==> src/rtl/mem_copy_master.sv <==
// mem_copy_master: word-copy DMA initiator on the PicoRV32 native memory bus.
// Alternates one read from the source region with one full-word write to the destination region.
module mem_copy_master #(
   parameter int TIMEOUT = 256,
   parameter int LEN_W   = 16
) (
   input  logic             clk,
   input  logic             resetn,
   input  logic             start,
   input  logic [31:0]      src_addr,
   input  logic [31:0]      dst_addr,
   input  logic [LEN_W-1:0] len_words,
   output logic             busy,
   output logic             done,
   output logic             error,
   output logic [LEN_W-1:0] words_done,
   output logic             mem_valid,
   output logic             mem_instr,
   input  logic             mem_ready,
   output logic [31:0]      mem_addr,
   output logic [31:0]      mem_wdata,
   output logic [3:0]       mem_wstrb,
   input  logic [31:0]      mem_rdata
);
   localparam int TW = $clog2(TIMEOUT + 1);
   typedef enum logic [1:0] {IDLE, RD, WR, FIN} state_t;
   state_t           state, state_n;
   logic [31:0]      src, src_n, dst, dst_n, data, data_n;
   logic [LEN_W-1:0] len, len_n, wd_n;
   logic [TW-1:0]    tcnt, tcnt_n;
   logic             valid_n, busy_n, done_n, error_n;
   // Address and strobe follow the state, so they hold still for as long as a request stalls.
   assign mem_instr = 1'b0;
   assign mem_addr  = (state == WR) ? dst : src;
   assign mem_wdata = data;
   assign mem_wstrb = (state == WR) ? 4'hF : 4'h0;
   always_ff @(posedge clk or negedge resetn) begin
      if (!resetn) begin
         state      <= IDLE;
         src        <= '0;
         dst        <= '0;
         data       <= '0;
         len        <= '0;
         tcnt       <= '0;
         words_done <= '0;
         mem_valid  <= 1'b0;
         busy       <= 1'b0;
         done       <= 1'b0;
         error      <= 1'b0;
      end else begin
         state      <= state_n;
         src        <= src_n;
         dst        <= dst_n;
         data       <= data_n;
         len        <= len_n;
         tcnt       <= tcnt_n;
         words_done <= wd_n;
         mem_valid  <= valid_n;
         busy       <= busy_n;
         done       <= done_n;
         error      <= error_n;
      end
   end
   always_comb begin
      state_n = state;
      src_n   = src;
      dst_n   = dst;
      data_n  = data;
      len_n   = len;
      tcnt_n  = tcnt;
      wd_n    = words_done;
      valid_n = mem_valid;
      busy_n  = busy;
      done_n  = 1'b0;
      error_n = error;
      case (state)
         IDLE: if (start) begin
            src_n   = {src_addr[31:2], 2'b00};
            dst_n   = {dst_addr[31:2], 2'b00};
            len_n   = len_words;
            wd_n    = '0;
            error_n = 1'b0;
            tcnt_n  = '0;
            done_n  = (len_words == '0);
            busy_n  = (len_words != '0);
            valid_n = (len_words != '0);
            state_n = (len_words == '0) ? IDLE : RD;
         end
         RD, WR: begin
            // A dropped mem_valid here is the mandatory idle cycle after an acknowledge.
            if (!mem_valid) valid_n = 1'b1;
            else if (mem_ready) begin
               valid_n = 1'b0;
               tcnt_n  = '0;
               if (state == RD) begin
                  data_n  = mem_rdata;
                  src_n   = src + 32'd4;
                  state_n = WR;
               end else begin
                  dst_n   = dst + 32'd4;
                  wd_n    = words_done + 1'b1;
                  state_n = (wd_n == len) ? FIN : RD;
               end
            end else if (tcnt == TW'(TIMEOUT - 1)) begin
               valid_n = 1'b0;
               error_n = 1'b1;
               done_n  = 1'b1;
               busy_n  = 1'b0;
               tcnt_n  = '0;
               state_n = IDLE;
            end else tcnt_n = tcnt + 1'b1;
         end
         FIN: begin
            done_n  = 1'b1;
            busy_n  = 1'b0;
            state_n = IDLE;
         end
         default: state_n = IDLE;
      endcase
   end
endmodule

==> config.mk <==
export PLATFORM = sky130hd
export DESIGN_NAME = mem_copy_master
export DESIGN_NICKNAME = d
export VERILOG_FILES = /design/src/rtl/mem_copy_master.sv
export SDC_FILE = /design/constraint.sdc
export NUM_CORES = 1
export LEC_CHECK = 0
export ABC_CLOCK_PERIOD_IN_PS = 3010
export CAP_MARGIN = 10
export CORE_MARGIN = 1.5
export CORE_UTILIZATION = 30
export CTS_BUF_LIST = sky130_fd_sc_hd__clkbuf_16
export DETAILED_ROUTE_END_ITERATION = 16
export PLACE_DENSITY = 0.56
export SLEW_MARGIN = 20
export SYNTH_ARGS = -nofsm -noshare
export SYNTH_HDL_FRONTEND = slang
export SYNTH_SLANG_ARGS = --single-unit
export TNS_END_PERCENT = 10
==> constraint.sdc <==
create_clock -name clk -period 3.01 [get_ports clk]
set_clock_uncertainty 0.15 [all_clocks]
set_input_delay 0.4515 -clock clk [delete_from_list [all_inputs] [get_ports clk]]
set_output_delay 0.4515 -clock clk [all_outputs]
set_load 0.05 [all_outputs]
# After elaboration in Yosys (flattened, before gate mapping)
# Index checks and enable logic that the tools add are counted.
[op_classes] n_addsub=4 n_eq_ne=13 n_reduce_logical=14 mux=49
[op_table] operator="$mux W32" count=9
[op_table] operator="$pmux W32 S2" count=2
[op_table] operator="$add A32 B3 Y32 const B" count=2
[op_table] operator="$mux W16" count=4
[op_table] operator="$mux W9" count=4
[op_table] operator="$pmux W16 S2" count=1
[op_table] operator="$pmux W9 S2" count=1
[op_table] operator="$add A16 B1 Y16 const B" count=1
[op_table] operator="$eq A16 B16 Y1" count=1
[op_table] operator="$logic_not A16 Y1" count=1
[op_table] operator="$mux W1" count=16
[op_table] operator="$reduce_bool A16 Y1" count=1
[op_table] operator="$reduce_and A5 Y1" count=3
[op_table] operator="$ne A2 B2 Y1 const B" count=7
[op_table] operator="$mux W2" count=6
[op_table] operator="$add A9 B1 Y9 const B" count=1
[op_table] operator="$eq A9 B8 Y1 const B" count=1
[op_table] operator="$reduce_and A4 Y1" count=2
[op_table] operator="$pmux W1 S3" count=2
[op_table] operator="$pmux W2 S3" count=1
[op_table] operator="$reduce_and A3 Y1" count=2
[op_table] operator="$eq A2 B2 Y1 const B" count=2
[op_table] operator="$mux W4" count=1
[op_table] operator="$pmux W1 S2" count=2
[op_table] operator="other kinds (6)" count=7
[word_totals] wordCells=91 out_inout_bits=89 in_bits=116 reg_bits=143

# Depth between registers and ports, before layout
# Gate-level depths: netlist of run 1.
[logic_depth] ltp_word=7 mapped_depth=11

# Least setup slack after synthesis of run 1
# OpenSTA, ideal clock, no wires.
[synth_timing] path_kind="register to output" startpoint="register state[0]" endpoint="output port mem_addr[14]" stages_incl_launch_ff=6 required_time_ns=2.408 path_buffers=2 setup_slack_ns=-0.011 arrival_time_ns=2.420 path_cell_list="dfrtp_1 > inv_1 > ha_1 > clkbuf_1 > clkbuf_1 > o21ai_0"
[synth_via] elab_chain_cells=2
[synth_lines] item="start, declared" line="27" source="state_t state, state_n;"
[synth_lines] item="start signal, assigned" line="51" source="state <= state_n;"
[synth_lines] item="$eq A2 B2 Y1" line="34" source="assign mem_addr = (state == WR) ? dst : src;"
[synth_lines] item="$mux W32" line="34"
[synth_lines] item="end, declared" line="20" source="output logic [31:0] mem_addr,"
# Every way passes these cells.

# Worst setup path after layout of run 1
[layout_timing] startpoint="register state[0]" endpoint="output port mem_addr[26]"
# Same word-level chain as after synthesis.

==> metrics.txt, run 1 <==
status finished clean; Worst EP arrival 2.17 ns; die width 167 µm; Ys Warns 0; vias in the first global route 7017; Pins Over Slew Limit 0; Tmin final 2.77 ns; fraction of layout cells with a size suffix above 1 17.0%; Final period util 92.0%; syn_area_per_cell 9.34 µm²; worst-margin pin slew 0.775 ns; row cnt 59; I/O Pins 205; drt pass-1 iters 7; I/O Buffers 197; most frequent cells in the layout clkdlybuf4s50_1, dfrtp_1, nand2_1, a21oi_1, mux2_2; commonest non-fill, non-tap cell in the layout clkdlybuf4s50_1; final setup margin 0.242 ns; H-tree depth 4; Netlist cell types 68; via-per-instance ratio 5.26; global route overflow 0; total CTS buffers 17; Setup Total Neg Slack 0 ns; CP Launch Type flop; slowest cell delay on critical path 0.41 ns; setup slack at placement 0.278 ns; Final setup violation count 0; drt drc 0; Die Y-Extent 167 µm; drt total wl 24.7 mm; MaxCap Viol Count 0; peak supply drop 819 µV; worst hold margin 0.342 ns; GPL Wtd Cong 0.803; Overall Power 13900 µW; core area 0.0263 mm²; area grow syn2layout 35.9%; HP Class reg -> reg; P per Cell Area 1270 mW/mm²; EDFF count, synth 0; layout net count 1167; DR vias 7312; clock-pin slew on the worst setup and hold paths 0.07 ns; worst skew pair latency 0.42 ns; Buffers & Inverters on Critical Path 3; Lkg Pwr 0.00441 µW; largest net degree at the start of global routing 76; CTS tree built; count of final hold-check violations 0; Seq/Total Area, Yosys 43.0%; Wirelength per Cell 17.8 µm; CP Data Required Time 2.41 ns; CP Cell Sequence inv_1 > ha_2 > buf_12 > mux2_2 > buf_4; first-pass GRT wire length 39.3 mm; Starting DRT DRC Count 539; Crit Path Category reg -> out; dpl hpwl 17.6 mm; clock sink count 139; clock buffer depth 2; Syn Std Cell Area 0.00809 mm²; Achievable Freq 361 MHz; Root Driver clkbuf_16; Initial Util 30.8%; top_reg_cell synth dfrtp_1; critical path peak fanout 33; RSZ-0062 raised after global routing no; critical path endpoint category output port; Die Area 0.0280 mm²; initial antenna violation count 1; CP top delay family buffers and inverters; gr usage total 17.7%; Worst slew margin 48.3%; Antenna Violating Nets Remaining 0; critical path's slowest cell dfrtp_1; asr flop ratio synth 100%; Post-Synthesis Cells 867; Filler Cell Count 2581; ant diodes 0; Yosys reg bits 139
-- Yosys cell counts (8+ instances only) --
library cell	number	area [µm²]
nand4_1	22	138
and4_1	11	96.3
a21oi_1	79	395
a22o_1	8	70.1
nor2_1	40	150
o21ai_0	59	295
and3_1	22	138
ha_1	9	113
nor3_1	19	95.1
o22ai_1	37	231
xor2_1	8	70.1
nand2_1	79	297
xnor2_1	16	140
nand3_1	41	205
nand2b_1	10	62.6
mux2_2	75	845
buf_2	20	100
mux2i_1	11	110
o31ai_1	9	67.6
clkbuf_1	29	109
dfrtp_1	139	3480
or3_1	8	50.1
inv_1	17	63.8
-- flip-flops by register name, summed over array words and instances (netlist names) --
signal and count:
busy 1, src 30, len 16, dst 30, error 1, mem_valid 1, state 2, tcnt 9
words_done 16, mem_wdata 32, done 1
-- worst reg2reg max path: stages, from the launching register on --
cell,delay (ns)
dfrtp_1,0.41
inv_1,0.12
ha_4,0.38
nor2_1,0.10
or4_4,0.66
or2_4,0.33
o31ai_2,0.21
a22o_1,0.16
-- per-stage QoR --
| stage | instances | cell area [µm²] | utilization [%] |
|---|---|---|---|
| finish | 1390 | 11000 | 41.8 |
| global route | 1390 | 11000 | 41.8 |
| CTS | 1390 | 11000 | 41.8 |
| detailed placement | 1357 | 10400 | 39.4 |
| global placement | 1357 | 10400 | 39.4 |
| floorplan | 869 | 8100 | - |
-- layout make-up --
| type | instances | area [µm²] | area share, % |
|---|---|---|---|
| clock inverter | 15 | 198 | 1.80 |
| clock buffer | 17 | 425 | 3.87 |
| sequential | 139 | 3480 | 31.6 |
| timing repair buffer | 217 | 2130 | 19.4 |
| tap | 335 | 419 | 3.81 |
| inverter | 18 | 72.6 | 0.660 |
| multi-input combinational | 649 | 4280 | 38.9 |
-- timing repair --
| action | CTS | global route |
|---|---|---|
| setup buffers | 0 | 0 |
| endpoints found under the hold margin | 72 | 0 |
| gates resized for setup | 0 | 0 |
| hold buffers | 1 | 0 |
-- where the power goes --
group	total, µW	internal, µW	switching, µW
sequential	3610	2720	882
combinational	8050	3050	5000
clock	2260	1390	872
-- routing by layer --
layer / part of all wire [%] / vias up / global-route usage, %
met4: 1.6 / 2 / 4.50
li1: - / 3544 / -
met5: 0.053 / - / 0
met1: 49 / 3529 / 25.4
met3: 5.4 / 27 / 4.42
met2: 44 / 210 / 26.7
-- worst paths after layout --
kind / start / to / slack [ns] / cells after the start
worst min-delay path: busy$_DFFE_PN0P_ / busy$_DFFE_PN0P_ / 0.34 / 1
worst max-delay path: state[0]$_DFFE_PN0P_ / mem_addr[26] / 0.24 / 5
worst min register to register: busy$_DFFE_PN0P_ / busy$_DFFE_PN0P_ / 0.34 / 1
min in group asynchronous: resetn / len[12]$_DFFE_PN0P_ / 0.46 / 2
max in group asynchronous: resetn / dst[16]$_DFFE_PN0P_ / 1.46 / 3
worst max register to register: state[1]$_DFFE_PN0P_ / words_done[11]$_DFFE_PN0P_ / 0.44 / 7
-- cell families after synthesis --
group                      Yosys count  synth area share [%]
and+or+nand+nor                    278                  17.7
adders and majority gates            9                  1.39
buffers and inverters               81                  4.65
DFF                                139                  43.0
xor gates and xnor gates            24                  2.60
muxes                               87                  11.9
AOI/OAI and AO/OA                  248                  18.7
other                                1                0.0463
Power figures use the tool's default switching activity.
==> run 2, diff against run 1 <==
DONT_BUFFER_PORTS = 1   (was default)
PLACE_DENSITY = 0.47   (was 0.56)
==> metrics.txt, run 2 (synthesized netlist as in run 1, its figures left out) <==
Final setup violation count 0 (unchanged); Root Driver clkbuf_16 (unchanged); setup slack at placement 0.353 ns (was 0.278 ns); Die Y-Extent 167 µm (unchanged); CP Data Required Time 2.41 ns (about the same); HP Class in -> async (was reg -> reg); largest net degree at the start of global routing 140 (was 76); worst hold margin -0.423 ns (was 0.342 ns); dpl hpwl 17.1 mm (was 17.6 mm); Final period util 92.0% (about the same); worst skew pair latency 0.42 ns (about the same); post-CTS setup buffer count 0 (unchanged); I/O Buffers 0 (was 197); layout net count 988 (was 1167); GPL Wtd Cong 0.762 (was 0.803); Starting DRT DRC Count 371 (was 539); peak supply drop 527 µV (was 819 µV); P per Cell Area 1410 mW/mm² (was 1270 mW/mm²); Lkg Pwr 0.00370 µW (was 0.00441 µW); Wirelength per Cell 20.0 µm (was 17.8 µm); area grow syn2layout 13.7% (was 35.9%); drt total wl 24.2 mm (was 24.7 mm); row cnt 59 (unchanged); Worst Setup SP state[0]$_DFFE_PN0P_ (unchanged); Pins Over Slew Limit 0 (unchanged); CP top delay family multiplexers (was buffers and inverters); Die Area 0.0280 mm² (unchanged); post-CTS sizing 0 (unchanged); non-filler cells in the finished layout 1212 (was 1390); Largest register FFs 32 (unchanged); vias in the first global route 6290 (was 7017); critical path's slowest cell mux2_2 (was dfrtp_1); clock sink count 139 (unchanged); Tmin final 2.77 ns (about the same); drt pass-1 iters 5 (was 7); RSZ-0062 raised after global routing no (unchanged); count of final hold-check violations 139 (was 0); final setup margin 0.240 ns (was 0.242 ns); initial antenna violation count 4 (was 1); worst-margin pin slew 0.775 ns (about the same); placed cells 1178 (was 1357); core area 0.0263 mm² (unchanged); critical path peak fanout 22 (was 33); failing checks hold timing; commonest non-fill, non-tap cell in the layout dfrtp_1 (was clkdlybuf4s50_1); I/O Pins 205 (unchanged); Worst slew margin 48.2% (was 48.3%); MaxCap Viol Count 0 (unchanged); clock-pin slew on the worst setup and hold paths 0.06 ns (was 0.07 ns); CP Launch Type flop (unchanged); drt drc 0 (unchanged); die width 167 µm (unchanged); Antenna Violating Nets Remaining 0 (unchanged); Buffers & Inverters on Critical Path 2 (was 3); first-pass GRT wire length 37.5 mm (was 39.3 mm); Worst EP arrival 2.17 ns (about the same); most frequent cells in the layout dfrtp_1, nand2_1, a21oi_1 (was clkdlybuf4s50_1, dfrtp_1, nand2_1, a21oi_1, mux2_2); Achievable Freq 361 MHz (about the same); Crit Path Category reg -> out (unchanged); Initial Util 30.8% (unchanged); Reg-to-Reg Start state[1]$_DFFE_PN0P_ (unchanged); DR vias 6564 (was 7312); status complete, but fails checks (was finished clean); clock buffer depth 2 (unchanged); gr usage total 17.2% (was 17.7%); CTS tree built (unchanged); slowest cell delay on critical path 0.48 ns (was 0.41 ns); total CTS buffers 17 (unchanged); fraction of layout cells with a size suffix above 1 18.3% (was 17.0%); critical path endpoint category output port (unchanged); via-per-instance ratio 5.42 (was 5.26); global route overflow 0 (unchanged); CP Cell Sequence inv_1 > ha_4 > buf_4 > mux2_2 (was inv_1 > ha_2 > buf_12 > mux2_2 > buf_4); cts hold-fix bufs 1 (unchanged); H-tree depth 4 (unchanged)
[run 2: per-stage QoR]
stage	power [µW]	cell area (µm²)	setup TNS, ns	utilization, %
finish	12900	9200	0	35.0
detailed placement	10700	8560	0	32.6
global route	13800	9200	0	35.0
CTS	13100	9200	0	35.0
global placement	10600	8560	0	32.6
floorplan	9170	8100	-0.0342	-
[run 2: power by group]
| part | total, µW | leakage [µW] | switching (µW) | internal, µW |
|---|---|---|---|---|
| Combinational | 6170 | 0.00171 | 3950 | 2220 |
| Clock | 2300 | 0.000310 | 838 | 1460 |
| Sequential | 4480 | 0.00168 | 1770 | 2710 |
| Total | 12900 | 0.00370 | 6560 | 6390 |
[run 2: final cells by class]
type | count | area (µm²)
fill | 2681 | 17100
tap | 335 | 419
timing repair buffer | 38 | 313
clock buffer | 17 | 425
inverter | 18 | 72.6
clock inverter | 13 | 203
multi-input combinational | 649 | 4290
antenna | 3 | 7.51
sequential | 139 | 3480
[run 2: path summary, 6_finish.rpt]
check / endpoint / slack [ns] / depth (start not counted)
hold / removal: len[7]$_DFFE_PN0P_ / -0.42 / 0
max in group asynchronous: mem_wdata[14]$_DFFE_PN0P_ / 2.89 / 0
setup reg to reg: words_done[11]$_DFFE_PN0P_ / 0.35 / 7
hold reg to reg: tcnt[6]$_DFFE_PN0P_ / 0.38 / 1
setup / recovery: mem_addr[6] / 0.24 / 4
min in group clk: src[22]$_DFFE_PN0P_ / 0.02 / 2
[run 2: metal layers]
layer	GRT usage, %	wire length (µm)	vias up
met5	0	0	-
met4	4.74	361	0
met3	5.67	1800	21
met2	26.6	11000	191
met1	23.0	11100	3155
li1	-	-	3197
[run 2: worst register-to-register path, cell delays in order, from the launching register on]
cell and delay, ns:
dfrtp_1 0.44, inv_1 0.13, ha_4 0.41, nor2_1 0.11, or4_4 0.66, or2_4 0.34
o31ai_2 0.21, a22o_1 0.15
==> run 3, diff against run 2 <==
GPL_ROUTABILITY_DRIVEN = 0   (was default)
GPL_TIMING_DRIVEN = 1   (was default)
RECOVER_POWER = 25   (was default)
==> results of run 3 <==
Final layout, timing and power as in run 2 (identical DEF).
